File: src/rtl/flags_register_stack_pkg.sv
// Shared CPU flag definitions: bit indices, default width, flag word type and
// the helper that sizes the save-stack depth pointer.
package flags_register_stack_pkg;

   localparam int FLAG_Z         = 0;
   localparam int FLAG_C         = 1;
   localparam int FLAG_W_DEFAULT = 4;

   typedef logic [FLAG_W_DEFAULT-1:0] flags_t;

   // Pointer must represent 0..depth inclusive, hence depth+1 states.
   function automatic int ptr_width(input int depth);
      return $clog2(depth + 1);
   endfunction

endpackage

File: src/rtl/flags_register_stack_if.sv
// Control-unit <-> flags register bundle: ALU/control strobes in, registered
// flag state, stack depth and sticky error bits out.
interface flags_register_stack_if
   import flags_register_stack_pkg::*;
#(
   parameter int FLAG_W      = FLAG_W_DEFAULT,
   parameter int STACK_DEPTH = 4
) ();

   localparam int PTR_W = ptr_width(STACK_DEPTH);

   logic              FlagsRegIn;
   logic [FLAG_W-1:0] FlagsMask;
   logic [FLAG_W-1:0] ALUFlagsIn;
   logic [FLAG_W-1:0] FlagSet;
   logic [FLAG_W-1:0] FlagClr;
   logic              Push;
   logic              Pop;
   logic              ErrClr;
   logic [FLAG_W-1:0] Flags;
   logic [PTR_W-1:0]  Depth;
   logic              Empty;
   logic              Full;
   logic              Overflow;
   logic              Underflow;

   modport master (
      output FlagsRegIn, FlagsMask, ALUFlagsIn, FlagSet, FlagClr,
      output Push, Pop, ErrClr,
      input  Flags, Depth, Empty, Full, Overflow, Underflow
   );

   modport slave (
      input  FlagsRegIn, FlagsMask, ALUFlagsIn, FlagSet, FlagClr,
      input  Push, Pop, ErrClr,
      output Flags, Depth, Empty, Full, Overflow, Underflow
   );

endinterface

File: src/rtl/flags_register_stack_lifo.sv
// Register-array LIFO for saved flag words, supporting push, pop and a
// same-cycle exchange of the top entry.
module flags_lifo
   import flags_register_stack_pkg::*;
#(
   parameter int W     = FLAG_W_DEFAULT,
   parameter int DEPTH = 4,
   parameter int PTR_W = ptr_width(DEPTH)
) (
   input  logic             clk,
   input  logic             srst,
   input  logic             push_i,
   input  logic             pop_i,
   input  logic [W-1:0]     wdata_i,
   output logic [W-1:0]     top_o,
   output logic             pop_eff_o,
   output logic             overflow_o,
   output logic             underflow_o,
   output logic [PTR_W-1:0] depth_o,
   output logic             full_o,
   output logic             empty_o
);

   logic [PTR_W-1:0] depth_q, depth_d;
   logic [PTR_W-1:0] top_idx;
   logic [PTR_W-1:0] wr_idx;
   logic [W-1:0]     entry [DEPTH];
   logic             empty, full, exchange, do_push, do_pop, wr_en;

   assign empty = (depth_q == '0);
   assign full  = (depth_q == PTR_W'(DEPTH));

   // Exchange only applies with something to swap; push+pop on empty is a plain push.
   assign exchange = push_i & pop_i & ~empty;
   assign do_push  = push_i & ~exchange & ~full;
   assign do_pop   = pop_i & ~push_i & ~empty;
   assign wr_en    = exchange | do_push;
   assign top_idx  = depth_q - PTR_W'(1);
   assign wr_idx   = exchange ? top_idx : depth_q;

   always_comb begin
      depth_d = depth_q;
      if (do_push)
         depth_d = depth_q + PTR_W'(1);
      else if (do_pop)
         depth_d = depth_q - PTR_W'(1);
   end

   always_ff @(posedge clk) begin
      if (srst)
         depth_q <= '0;
      else
         depth_q <= depth_d;
   end

   // Entries are deliberately not reset; only depth_q defines what is valid.
   for (genvar gi = 0; gi < DEPTH; gi++) begin : g_entry
      logic [W-1:0] entry_q;
      always_ff @(posedge clk) begin
         if (wr_en && (wr_idx == PTR_W'(gi)))
            entry_q <= wdata_i;
      end
      assign entry[gi] = entry_q;
   end

   always_comb begin
      top_o = '0;
      for (int i = 0; i < DEPTH; i++) begin
         if (top_idx == PTR_W'(i))
            top_o = entry[i];
      end
   end

   assign pop_eff_o   = pop_i & ~empty;
   assign overflow_o  = push_i & ~pop_i & full;
   assign underflow_o = pop_i & empty;
   assign depth_o     = depth_q;
   assign full_o      = full;
   assign empty_o     = empty;

endmodule

File: src/rtl/flags_register_stack.sv
// CPU status flags with masked load, per-bit set/clear, a save/restore stack
// and sticky overflow/underflow indicators.
module flags_register_stack
   import flags_register_stack_pkg::*;
#(
   parameter int FLAG_W      = FLAG_W_DEFAULT,
   parameter int STACK_DEPTH = 4
) (
   input  logic                  Clk,
   input  logic                  Rst,
   flags_register_stack_if.slave bus
);

   localparam int PTR_W = ptr_width(STACK_DEPTH);

   logic [FLAG_W-1:0] flags_q, flags_d;
   logic              ovf_q, ovf_d;
   logic              udf_q, udf_d;
   logic [FLAG_W-1:0] stack_top;
   logic              pop_eff, ovf_ev, udf_ev;
   logic [PTR_W-1:0]  depth;
   logic              full, empty;

   flags_lifo #(
      .W     (FLAG_W),
      .DEPTH (STACK_DEPTH),
      .PTR_W (PTR_W)
   ) u_lifo (
      .clk         (Clk),
      .srst        (Rst),
      .push_i      (bus.Push),
      .pop_i       (bus.Pop),
      .wdata_i     (flags_q),
      .top_o       (stack_top),
      .pop_eff_o   (pop_eff),
      .overflow_o  (ovf_ev),
      .underflow_o (udf_ev),
      .depth_o     (depth),
      .full_o      (full),
      .empty_o     (empty)
   );

   // Precedence: popped value < masked load < set < clear.
   always_comb begin
      flags_d = flags_q;
      if (pop_eff)
         flags_d = stack_top;
      if (bus.FlagsRegIn)
         flags_d = (flags_d & ~bus.FlagsMask) | (bus.ALUFlagsIn & bus.FlagsMask);
      flags_d = (flags_d | bus.FlagSet) & ~bus.FlagClr;
   end

   // A new error event beats a coincident ErrClr.
   always_comb begin
      ovf_d = ovf_ev | (ovf_q & ~bus.ErrClr);
      udf_d = udf_ev | (udf_q & ~bus.ErrClr);
   end

   always_ff @(posedge Clk) begin
      if (Rst) begin
         flags_q <= '0;
         ovf_q   <= 1'b0;
         udf_q   <= 1'b0;
      end else begin
         flags_q <= flags_d;
         ovf_q   <= ovf_d;
         udf_q   <= udf_d;
      end
   end

   assign bus.Flags     = flags_q;
   assign bus.Depth     = depth;
   assign bus.Empty     = empty;
   assign bus.Full      = full;
   assign bus.Overflow  = ovf_q;
   assign bus.Underflow = udf_q;

endmodule
File: src/flat_wrapper.sv
// flat-port wrapper written by rule: the top's interface ports become plain ports
module flags_register_stack_flat import flags_register_stack_pkg::*;
#(
   parameter int FLAG_W      = FLAG_W_DEFAULT,
   parameter int STACK_DEPTH = 4
)
  (Clk, Rst, bus_FlagsRegIn, bus_FlagsMask, bus_ALUFlagsIn, bus_FlagSet, bus_FlagClr, bus_Push, bus_Pop, bus_ErrClr, bus_Flags, bus_Depth, bus_Empty, bus_Full, bus_Overflow, bus_Underflow);
  flags_register_stack_if #(.FLAG_W(FLAG_W), .STACK_DEPTH(STACK_DEPTH)) bus_i ();
  input  logic Clk;
  input  logic Rst;
  input wire logic [$bits(bus_i.FlagsRegIn)-1:0] bus_FlagsRegIn;
  input wire logic [$bits(bus_i.FlagsMask)-1:0] bus_FlagsMask;
  input wire logic [$bits(bus_i.ALUFlagsIn)-1:0] bus_ALUFlagsIn;
  input wire logic [$bits(bus_i.FlagSet)-1:0] bus_FlagSet;
  input wire logic [$bits(bus_i.FlagClr)-1:0] bus_FlagClr;
  input wire logic [$bits(bus_i.Push)-1:0] bus_Push;
  input wire logic [$bits(bus_i.Pop)-1:0] bus_Pop;
  input wire logic [$bits(bus_i.ErrClr)-1:0] bus_ErrClr;
  output wire logic [$bits(bus_i.Flags)-1:0] bus_Flags;
  output wire logic [$bits(bus_i.Depth)-1:0] bus_Depth;
  output wire logic [$bits(bus_i.Empty)-1:0] bus_Empty;
  output wire logic [$bits(bus_i.Full)-1:0] bus_Full;
  output wire logic [$bits(bus_i.Overflow)-1:0] bus_Overflow;
  output wire logic [$bits(bus_i.Underflow)-1:0] bus_Underflow;
  assign bus_i.FlagsRegIn = bus_FlagsRegIn;
  assign bus_i.FlagsMask = bus_FlagsMask;
  assign bus_i.ALUFlagsIn = bus_ALUFlagsIn;
  assign bus_i.FlagSet = bus_FlagSet;
  assign bus_i.FlagClr = bus_FlagClr;
  assign bus_i.Push = bus_Push;
  assign bus_i.Pop = bus_Pop;
  assign bus_i.ErrClr = bus_ErrClr;
  assign bus_Flags = bus_i.Flags;
  assign bus_Depth = bus_i.Depth;
  assign bus_Empty = bus_i.Empty;
  assign bus_Full = bus_i.Full;
  assign bus_Overflow = bus_i.Overflow;
  assign bus_Underflow = bus_i.Underflow;
  flags_register_stack #(.FLAG_W(FLAG_W), .STACK_DEPTH(STACK_DEPTH)) u_core (.Clk(Clk), .Rst(Rst), .bus(bus_i));
endmodule
File: config.mk
export PLATFORM = sky130hd
export DESIGN_NAME = flags_register_stack_flat
export DESIGN_NICKNAME = d
export VERILOG_FILES = /design/src/rtl/flags_register_stack_pkg.sv /design/src/rtl/flags_register_stack_if.sv /design/src/rtl/flags_register_stack_lifo.sv /design/src/rtl/flags_register_stack.sv /design/src/flat_wrapper.sv
export SDC_FILE = /design/constraint.sdc
export NUM_CORES = 1
export LEC_CHECK = 0
export ABC_AREA = 0
export BUFFER_PORTS_ARGS = -buffer_cell sky130_fd_sc_hd__buf_2
export CAP_MARGIN = 10
export CORE_ASPECT_RATIO = 0.7
export CORE_UTILIZATION = 40
export DETAILED_ROUTE_END_ITERATION = 10
export GPL_TIMING_DRIVEN = 0
export PLACE_DENSITY = 0.65
export SLEW_MARGIN = 20
export SYNTH_ARGS = -nofsm -noshare
export SYNTH_HDL_FRONTEND = slang
export SYNTH_HIERARCHICAL = 1
export SYNTH_SLANG_ARGS = --single-unit
File: constraint.sdc
create_clock -name Clk -period 5.7 [get_ports Clk]
set_input_delay 0.285 -clock Clk [delete_from_list [all_inputs] [get_ports Clk]]
set_output_delay 0.285 -clock Clk [all_outputs]
set_load 0.01 [all_outputs]
==> flow_summary_export.csv <==
group,metric,value,unit
run_status,status,"complete, no violations",
sta,fmax,405.6,MHz
yosys,synth_top_area_share,34.16,%
clock_network,clk_latency,0.27,ns
yosys,synth.yosys.seq_area_share,46.98,%
cells_and_area,mostFrequentLayoutCell,"buf_2",
die,dieWidth,72.87,um
detailed_routing,num_vias,1137,
place,io_buffers,32,
sta,max_slew.worst_pin.slew,0.4402,ns
detailed_routing,routed_wl,2750,um
die,dieArea,0.003761,mm2
sta,holdWs,0.2455,ns
global_routing,grt_overflow,0,
yosys,avgSynthCellArea,10.27,um2
clock_network,htree_levels,1,
detailed_routing,viasPerCell,5.168,
die,rows,17,
clock_network,cts-root-buf,"clkbuf_8",
setup_path,reg2reg_to,"u_core/bus.Flags[1]",
pwr,power.leakage,0.6700,nW
sta,setup_tns,0,ns
setup_path,setup.worst_path.class,"reg -> reg",
sta,grt_setup_unrepaired,"no",
global_routing,grt_pass1_wl,4326,um
setup_path,cp-endpoint,"u_core/bus.Flags[1]",
clock_network,path_clk_slew,0.09,ns
die,start_util,43.21,%
pwr,power_density,413.4,mW/mm2
clock_network,cts_setup_buffers,0,
setup_path,critPathArrivalTime,2.66,ns
die,die_h,51.61,um
yosys,ys_ff_latch,25,
min_path,hold_class,"in -> reg",
setup_path,r2r-start,"u_core/u_lifo/depth_o[0]",
clock_network,cts_resized,0,
job,cap_violations,0,
yosys,synth-edff-count,16,
yosys,ys_async_sr_fraction,0,%
global_routing,grt_pass1_vias,940,
setup_path,critical-path-top-delay-family,"compound AO/OA/AOI/OAI gates",
setup_path,end_kind,"flop",
yosys,synth_top_cell_by_area,"edfxtp_1",
sta,setup_violations,0,
yosys,netlist_instances,137,
setup_path,worst-r2r-setup-slack,3.23,ns
setup_path,crit_path_cell_trace,"inv_1, ha_1, xor2_2, nor3b_2, a21oi_1, o31ai_1, mux2i_1, a211oi_2",
pwr,ir_worst_vdd,0.0001690,V
detailed_routing,drt_pass1_iterations,4,
detailed_routing,antenna_left,0,
detailed_routing,drt-initial-drc-count,69,
die,core_area,0.003254,mm2
yosys,synthTopCellsByArea,"edfxtp_1 34%, dfxtp_1 13%, a21oi_1 5.7%, ha_1 5.3%, a211oi_2 4.4%",
cells_and_area,layout_common_cells,"32 x buf_2, 16 x a21oi_1, 16 x nor2_1, 16 x edfxtp_1",
sta,relSlewSlack,70.55,%
sta,finClkSkew,0.003790,ns
setup_path,cp.depth,8,
detailed_routing,drc,0,
clock_network,ctsHoldBuffers,0,
global_routing,antenna_found_initial,0,
yosys,synth-main-ff-cell,"edfxtp_1",
global_routing,grtUsageTotal,15.41,%
clock_network,cts_tree,"done",
setup_path,path_max_fanout,10,
sta,period_share,43.25,%
setup_path,worst_ep_required_time,5.90,ns
cells_and_area,area_delta_synth_final,19.13,%
place,gp_congestion,0.8526,
sta,hold_viol,0,
yosys,syn_nets,165,
yosys,synthDistinctLibCells,34,
setup_path,setup.worst_path.start,"u_core/u_lifo/depth_o[0]",
setup_path,slowest_delay,0.55,ns
clock_network,numCtsBuffers,3,
cells_and_area,nNetsFinal,202,
place,place_hpwl,2147,um
cells_and_area,insertedDiodeCount,0,
setup_path,start_kind,"flop",
sta,fin_crit,2.466,ns
setup_path,slowest_stage,"dfxtp_1",
min_path,holdPathStages,3,
setup_path,r2r_cells,8,
clock_network,clock_path_buffers,2,
global_routing,grt_max_degree,17,
yosys,yosysWarnings,6,
die,boundaryPins,33,
setup_path,cp_num_buf_inv,1,
sta,slew_viol_final,0,
clock_network,clock-sinks,25,
cells_and_area,layout-drive-gt1-share,29.48,%
detailed_routing,wl_per_cell,12.50,um
yosys,synth_area,0.001406,mm2
## metrics by stage
step	cells	setup WS, ns	util [%]	area, um2	power [mW]
2_1_floorplan	137	3.622	-	1406	0.4978
3_3_place_gp	216	3.300	49.94	1625	0.5794
3_5_place_dp	216	3.280	49.94	1625	0.5856
4_1_cts	220	3.232	51.48	1675	0.6960
5_1_grt	220	3.041	51.48	1675	0.7394
6_report	220	3.235	51.48	1675	0.6926
## cell usage after synthesis (3+ instances only)
master     n
nor3_1     3
and4bb_1   4
a21oi_1   16
nand2b_1   4
nand2_1    9
inv_1      8
edfxtp_1  16
o31ai_1    5
dfxtp_1    9
a211oi_2   5
nor2_1    16
or2_2      5
mux2i_1    4
ha_1       6
o21ai_0    3
## cells by family after synthesis
logic type                 synth area share, %
AOI/OAI and AO/OA                        16.64
xor gates and xnor gates                 2.403
adders and majority gates                5.338
buffers and inverters                    4.004
DFF                                      46.97
muxes                                    2.847
and+or+nand+nor                          21.80
## tightest hold or removal path, stage by stage
cell and delay [ns]:
buf_2 0.07, or2_2 0.10, a211oi_2 0.03
## final cells by class
| type | count | area, um2 |
|---|---|---|
| inverter | 8 | 30.03 |
| clock buffer | 3 | 41.29 |
| tap | 47 | 58.81 |
| clock inverter | 1 | 8.758 |
| timing repair buffer | 32 | 160.2 |
| buffer | 4 | 26.28 |
| sequential | 25 | 660.6 |
| fill | 301 | 1579 |
| multi-input combinational | 100 | 689.4 |
## flip-flops by register name (all words and copies together), names as in the netlist
name	cells
u_core/bus.Underflow	1
u_core/bus.Overflow	1
u_core/u_lifo/depth_o	3
u_core/u_lifo/g_entry.entry_q	16
u_core/bus.Flags	4
## routing by layer
metal / share of wire [%] / wire, um / global-route usage (%) / vias to the layer above
met1: 52 / 1435 / 23.61 / 524
li1: - / - / - / 573
met2: 42 / 1142 / 22.12 / 38
met3: 5.9 / 162 / 4.070 / 2
met4: 0.36 / 10 / 1.961 / 0
met5: 0 / 0 / 0 / -
## how the worst min path moves through the flow
stage                              start                    to  slack, ns
global route              bus_FlagClr[1]   u_core/bus.Flags[1]       0.23
detailed placement  u_core/bus.Underflow  u_core/bus.Underflow       0.46
global placement     u_core/bus.Overflow   u_core/bus.Overflow       0.46
CTS                       bus_FlagClr[1]   u_core/bus.Flags[1]       0.24
finish                    bus_FlagClr[1]   u_core/bus.Flags[1]       0.25
floorplan                            Rst   u_core/bus.Overflow       0.35
## power by group
part	total (mW)	internal [mW]	switching [mW]
logic	0.323	0.129	0.194
clock network	0.107	0.0511	0.0563
registers	0.263	0.234	0.0289
Note: power is estimated with default switching activity, not from simulation.
